### src/rtl/pow_sequencer.sv
// pow_sequencer: computes A^B (A IEEE-754 single, B unsigned integer) by
// right-to-left square-and-multiply on one shared FP multiplier.
// The multiply start/done handshake, sticky overflow/underflow flags and a
// per-multiply watchdog are owned here.
//
// Ports:
//   CLK, RST            clock (rising edge), asynchronous active-high reset
//   start, A, B         operation request (accepted only when idle), base, exponent
//   busy                high whenever an operation is in progress
//   done                one-cycle completion pulse
//   result              A^B, held until the next accepted start
//   overflow/underflow  sticky multiplier flags for the operation
//   timeout             operation aborted by the watchdog
//   mul_start/a/b       one-cycle multiply request, operands held until mul_done
//   mul_done/result     multiplier completion pulse and product
//   mul_overflow/underflow  multiplier flags, valid with mul_done
module pow_sequencer #(
    parameter int unsigned N_WIDTH     = 24,
    parameter int unsigned MUL_TIMEOUT = 255
) (
    input  logic               CLK,
    input  logic               RST,
    input  logic               start,
    input  logic [31:0]        A,
    input  logic [N_WIDTH-1:0] B,
    output logic               busy,
    output logic               done,
    output logic [31:0]        result,
    output logic               overflow,
    output logic               underflow,
    output logic               timeout,
    output logic               mul_start,
    output logic [31:0]        mul_a,
    output logic [31:0]        mul_b,
    input  logic               mul_done,
    input  logic [31:0]        mul_result,
    input  logic               mul_overflow,
    input  logic               mul_underflow
);

    localparam int unsigned WD_W    = $clog2(MUL_TIMEOUT + 1);
    localparam logic [31:0] FP_ONE  = 32'h3F80_0000;
    localparam logic [31:0] FP_QNAN = 32'h7FC0_0000;

    typedef enum logic [2:0] {
        S_IDLE,
        S_EVAL,
        S_NEXT,
        S_WAIT_ACC,
        S_WAIT_SQ,
        S_FINISH
    } state_e;

    state_e               state_q, state_d;
    logic [31:0]          acc_q, acc_d;
    logic [31:0]          base_q, base_d;
    logic [N_WIDTH-1:0]   e_q, e_d;
    logic                 acc_is_one_q, acc_is_one_d;
    logic                 ovf_q, ovf_d;
    logic                 unf_q, unf_d;
    logic [WD_W-1:0]      wdog_q, wdog_d;
    logic                 done_q, done_d;
    logic [31:0]          result_q, result_d;
    logic                 overflow_q, overflow_d;
    logic                 underflow_q, underflow_d;
    logic                 timeout_q, timeout_d;
    logic                 mul_start_q, mul_start_d;
    logic [31:0]          mul_a_q, mul_a_d;
    logic [31:0]          mul_b_q, mul_b_d;

    logic [N_WIDTH-1:0]   e_shift;
    logic [WD_W-1:0]      wdog_inc;
    logic                 mul_ok;
    logic                 wd_expired;

    assign e_shift    = e_q >> 1;
    assign wdog_inc   = wdog_q + 1'b1;
    assign wd_expired = (wdog_inc == WD_W'(MUL_TIMEOUT));
    // mul_start is high in the first wait cycle, so a done pulse coincident
    // with the request can never be mistaken for its completion.
    assign mul_ok     = mul_done && !mul_start_q;

    always_comb begin
        state_d      = state_q;
        acc_d        = acc_q;
        base_d       = base_q;
        e_d          = e_q;
        acc_is_one_d = acc_is_one_q;
        ovf_d        = ovf_q;
        unf_d        = unf_q;
        wdog_d       = wdog_q;
        done_d       = 1'b0;
        result_d     = result_q;
        overflow_d   = overflow_q;
        underflow_d  = underflow_q;
        timeout_d    = timeout_q;
        mul_start_d  = 1'b0;
        mul_a_d      = mul_a_q;
        mul_b_d      = mul_b_q;

        unique case (state_q)
            S_IDLE: begin
                if (start) begin
                    base_d       = A;
                    e_d          = B;
                    acc_d        = FP_ONE;
                    acc_is_one_d = 1'b1;
                    ovf_d        = 1'b0;
                    unf_d        = 1'b0;
                    result_d     = '0;
                    overflow_d   = 1'b0;
                    underflow_d  = 1'b0;
                    timeout_d    = 1'b0;
                    state_d      = (B == '0) ? S_FINISH : S_EVAL;
                end
            end
            S_EVAL: begin
                if (!e_q[0]) begin
                    state_d = S_NEXT;
                end else if (acc_is_one_q) begin
                    // First set bit: 1.0 * base is just base, skip the multiply.
                    acc_d        = base_q;
                    acc_is_one_d = 1'b0;
                    state_d      = S_NEXT;
                end else begin
                    mul_start_d = 1'b1;
                    mul_a_d     = acc_q;
                    mul_b_d     = base_q;
                    wdog_d      = '0;
                    state_d     = S_WAIT_ACC;
                end
            end
            S_WAIT_ACC: begin
                if (mul_ok) begin
                    acc_d   = mul_result;
                    ovf_d   = ovf_q | mul_overflow;
                    unf_d   = unf_q | mul_underflow;
                    state_d = S_NEXT;
                end else begin
                    wdog_d = wdog_inc;
                    if (wd_expired) begin
                        timeout_d = 1'b1;
                        state_d   = S_FINISH;
                    end
                end
            end
            S_NEXT: begin
                e_d = e_shift;
                if (e_shift == '0) begin
                    state_d = S_FINISH;
                end else begin
                    mul_start_d = 1'b1;
                    mul_a_d     = base_q;
                    mul_b_d     = base_q;
                    wdog_d      = '0;
                    state_d     = S_WAIT_SQ;
                end
            end
            S_WAIT_SQ: begin
                if (mul_ok) begin
                    base_d  = mul_result;
                    ovf_d   = ovf_q | mul_overflow;
                    unf_d   = unf_q | mul_underflow;
                    state_d = S_EVAL;
                end else begin
                    wdog_d = wdog_inc;
                    if (wd_expired) begin
                        timeout_d = 1'b1;
                        state_d   = S_FINISH;
                    end
                end
            end
            S_FINISH: begin
                done_d      = 1'b1;
                result_d    = timeout_q ? FP_QNAN : acc_q;
                overflow_d  = ovf_q;
                underflow_d = unf_q;
                state_d     = S_IDLE;
            end
            default: state_d = S_IDLE;
        endcase
    end

    always_ff @(posedge CLK or posedge RST) begin
        if (RST) begin
            state_q      <= S_IDLE;
            acc_q        <= '0;
            base_q       <= '0;
            e_q          <= '0;
            acc_is_one_q <= 1'b0;
            ovf_q        <= 1'b0;
            unf_q        <= 1'b0;
            wdog_q       <= '0;
            done_q       <= 1'b0;
            result_q     <= '0;
            overflow_q   <= 1'b0;
            underflow_q  <= 1'b0;
            timeout_q    <= 1'b0;
            mul_start_q  <= 1'b0;
            mul_a_q      <= '0;
            mul_b_q      <= '0;
        end else begin
            state_q      <= state_d;
            acc_q        <= acc_d;
            base_q       <= base_d;
            e_q          <= e_d;
            acc_is_one_q <= acc_is_one_d;
            ovf_q        <= ovf_d;
            unf_q        <= unf_d;
            wdog_q       <= wdog_d;
            done_q       <= done_d;
            result_q     <= result_d;
            overflow_q   <= overflow_d;
            underflow_q  <= underflow_d;
            timeout_q    <= timeout_d;
            mul_start_q  <= mul_start_d;
            mul_a_q      <= mul_a_d;
            mul_b_q      <= mul_b_d;
        end
    end

    assign busy      = (state_q != S_IDLE);
    assign done      = done_q;
    assign result    = result_q;
    assign overflow  = overflow_q;
    assign underflow = underflow_q;
    assign timeout   = timeout_q;
    assign mul_start = mul_start_q;
    assign mul_a     = mul_a_q;
    assign mul_b     = mul_b_q;

endmodule

### config.mk
export PLATFORM = sky130hd
export DESIGN_NAME = pow_sequencer
export DESIGN_NICKNAME = d
export VERILOG_FILES = /design/src/rtl/pow_sequencer.sv
export SDC_FILE = /design/constraint.sdc
export NUM_CORES = 1
export LEC_CHECK = 0
export CAP_MARGIN = 20
export CELL_PAD_IN_SITES_DETAIL_PLACEMENT = 0
export CELL_PAD_IN_SITES_GLOBAL_PLACEMENT = 1
export CORE_MARGIN = 1
export CORE_UTILIZATION = 50
export DETAILED_ROUTE_END_ITERATION = 8
export DONT_BUFFER_PORTS = 1
export GPL_ROUTABILITY_DRIVEN = 0
export PLACE_DENSITY = 0.89
export SLEW_MARGIN = 20
export SYNTH_ARGS = -nofsm -noshare
export SYNTH_HDL_FRONTEND = slang
export SYNTH_SLANG_ARGS = --single-unit
### constraint.sdc
create_clock -name CLK -period 8.9 [get_ports CLK]
set_input_delay 1.78 -clock CLK [delete_from_list [all_inputs] [get_ports CLK]]
set_output_delay 1.78 -clock CLK [all_outputs]
set_load 0.02 [all_outputs]
==> results.yml <==
run_status:
  status: "complete, but fails checks"
  violations: "design-rule violations"
power_and_ir_drop:
  total_power_uw: 4000
  leakagePower_uw: 0.00479
  ir_worst_vdd_mv: 0.216
  power_density_nw_per_um2: 393
final_layout:
  instances_no_fill: 1047
  drive_gt1_share_pct: 18.0
  antennaDiodeCount: 0
  final_cell_mix: "dfrtp_1, nand2_1, nor2_1"
  nets: 898
  fillers: 1527
  area_growth_pct: 9.05
  final_common_cell: "dfrtp_1"
placed_design:
  place_inst: 1006
  place_ws_ps: 5220
  hpwl_mm: 13.9
  portBuffers: 0
timing:
  finalHoldViolCount: 0
  rsz0062_at_grt: "false"
  worst_slew_pin_slew_ps: 1110
  finalClockSkew_ps: 17.3
  slew_headroom_pct: 25.9
  fin_crit_sh_pct: 39.2
  hold-worst-slack_ps: 497
  fin_crit_ps: 3490
  fin_setup_tns_ps: 0
  max_freq_mhz: 287
  slew_violations: 0
  finalSetupViolations: 0
  timing.final.ws_setup_ps: 5410
global_routing:
  grt_pass1_vias: 6236
  grt_pass1_wl_mm: 35.5
  gr-usage-all-layers_pct: 23.3
  grt_overflow: 0
  grt_max_degree: 140
  antenna_found_initial: 0
logic_synthesis:
  yosys_register_bits: 203
  ys_async_sr_fraction_pct: 100
  yosysWarnings: 0
  synth.cell_area_sq_um: 9320
  synth.distinct_cells: 50
  syn-num-nets: 919
  syn_inst: 823
  synth_enable_flop_cells: 0
  ys.flop_type: "dfrtp_1"
  seq_area_frac_synth_pct: 54.5
  synth.avg_cell_area_sq_um: 11.3
worst_setup_path:
  cp.arrival_ps: 1710
  crit_required_ps: 7120
  path_buf_inv: 0
  critical-path-max-stage-delay_ps: 780
  worst_path_max_delay_cell: "dfrtp_1"
  cp_cell_sequence: "nor2_1 -> nand2_1"
  cp-end-kind: "output pin"
  cpLargestDelayFamily: "flip-flops"
  start_kind: "flip-flop"
  worst-path-max-fanout: 18
  path_class: "flip-flop to output pin"
detailed_routing:
  wl_mm: 22.0
  drc: 31
  ant_nets: 0
  drtIter0Drc: 390
  vias: 6233
  wl_per_cell_microns: 21.0
  viasPerCell: 5.95
  firstDrtPassIters: 7
clock_tree:
  cts_resized: 0
  h-tree-depth: 1
  clkTransAtPathRegs_ps: 60
  clockBufferDepth: 3
  numCtsBuffers: 23
  postCtsSetupBuffers: 0
  postCtsHoldBufs: 0
  root_buffer: "clkbuf_16"
  clock_latency_ps: 500
  cts_tree: "yes"
  clock_sinks: 203
die:
  die_h_microns: 139
  die_x_microns: 139
  start_util_pct: 51.4
  rows: 49
  core-area_sq_um: 18100
  dieArea_sq_um: 19200
  ioPinCount: 196
hold_path:
  holdCritPathClass: "flip-flop to flip-flop"
run:
  cap_viol_max_count: 0
## Yosys cell counts, types with 2 or more instances
| cell type | number | share of area (%) |
|---|---|---|
| and3_1 | 3 | 0.20 |
| buf_2 | 17 | 0.91 |
| a21oi_2 | 2 | 0.19 |
| nand2b_1 | 4 | 0.27 |
| mux2i_1 | 40 | 4.3 |
| nor4_1 | 11 | 0.74 |
| mux2_4 | 44 | 7.1 |
| nor2_1 | 64 | 2.6 |
| inv_1 | 13 | 0.52 |
| nand3b_1 | 2 | 0.16 |
| buf_1 | 5 | 0.20 |
| mux2_1 | 5 | 0.60 |
| a31oi_1 | 8 | 0.54 |
| mux2_2 | 40 | 4.8 |
| nor3_1 | 3 | 0.16 |
| dfrtp_1 | 203 | 54 |
| a21oi_1 | 7 | 0.38 |
| o22ai_1 | 31 | 2.1 |
| a21o_1 | 2 | 0.16 |
| o21bai_1 | 3 | 0.24 |
| a41oi_1 | 2 | 0.19 |
| a22o_1 | 52 | 4.9 |
| buf_4 | 5 | 0.40 |
| clkbuf_1 | 24 | 0.97 |
| nand2_1 | 132 | 5.3 |
| nand3_1 | 16 | 0.86 |
| o21ai_0 | 53 | 2.8 |
| or3b_1 | 2 | 0.19 |
| buf_12 | 5 | 1.1 |
| ha_1 | 2 | 0.27 |
| nor2b_1 | 3 | 0.20 |
| buf_6 | 2 | 0.24 |
## layout make-up
class,instances,area [sq um],share of cell area [%]
multi-input cells,549,3870,38.1
repair buffers,12,90.1,0.886
well taps,229,287,2.82
clock inverters,14,178,1.75
inverters,13,56.3,0.554
clock buffers,27,601,5.91
flip-flops and latches,203,5080,50.0
## routing by layer
| metal | up-vias | routed length [microns] | GRT usage (%) |
|---|---|---|---|
| li1 | 2865 | - | - |
| met1 | 3131 | 9540 | 31.4 |
| met2 | 207 | 10300 | 37.6 |
| met3 | 30 | 1620 | 5.80 |
| met4 | 0 | 513 | 6.27 |
| met5 | - | 0 | 0 |
## power by group
| group | internal (uW) | switching [uW] | leakage (uW) | total (uW) |
|---|---|---|---|---|
| Clock | 599 | 375 | 0.000379 | 974 |
| Combinational | 602 | 651 | 0.00185 | 1250 |
| Sequential | 1260 | 508 | 0.00257 | 1770 |
| Total | 2460 | 1530 | 0.00479 | 4000 |
## registers in the layout, summed over array words and instances (netlist names)
signal	flops
acc_is_one_q	1
acc_q	32
base_q	32
done	1
e_q	24
mul_a	32
mul_b	32
mul_start	1
overflow	1
ovf_q	1
result	32
state_q	3
timeout	1
underflow	1
unf_q	1
wdog_q	8
## worst reg2reg max path, stage by stage, from the launching register on
cell     delay, ps
dfrtp_1        740
or3b_2         550
a22oi_4        590
buf_4          830
mux2_2         440
## cells by family (layout without fill, tap and decap cells)
group	Yosys count	in the layout	synth area share (%)
compound gates	167	167	12.3
xor+xnor	2	2	0.188
fa+ha+maj	2	2	0.268
buf+inv	71	66	4.32
flops	203	203	54.5
mux	129	129	16.8
simple gates	249	249	11.7
## worst paths after layout
kind,slack (ps),endpoint,start,cells past startpoint
max,5410,busy,state_q[2],2
min,500,ovf_q,ovf_q,2
max reg2reg,5630,mul_a[30],state_q[1],4
min reg2reg,500,ovf_q,ovf_q,2
max in group asynchronous,6110,result[30],RST,2
min in group asynchronous,1330,mul_b[17],RST,1
## stage by stage
stage	instance area, sq um	utilization (%)
after global routing	10200	56.0
final	10200	56.0
after global placement	9390	51.7
after CTS	10200	56.0
after detailed placement	9390	51.7
after floorplan	9320	-
Note: power is estimated with default switching activity, not from simulation.
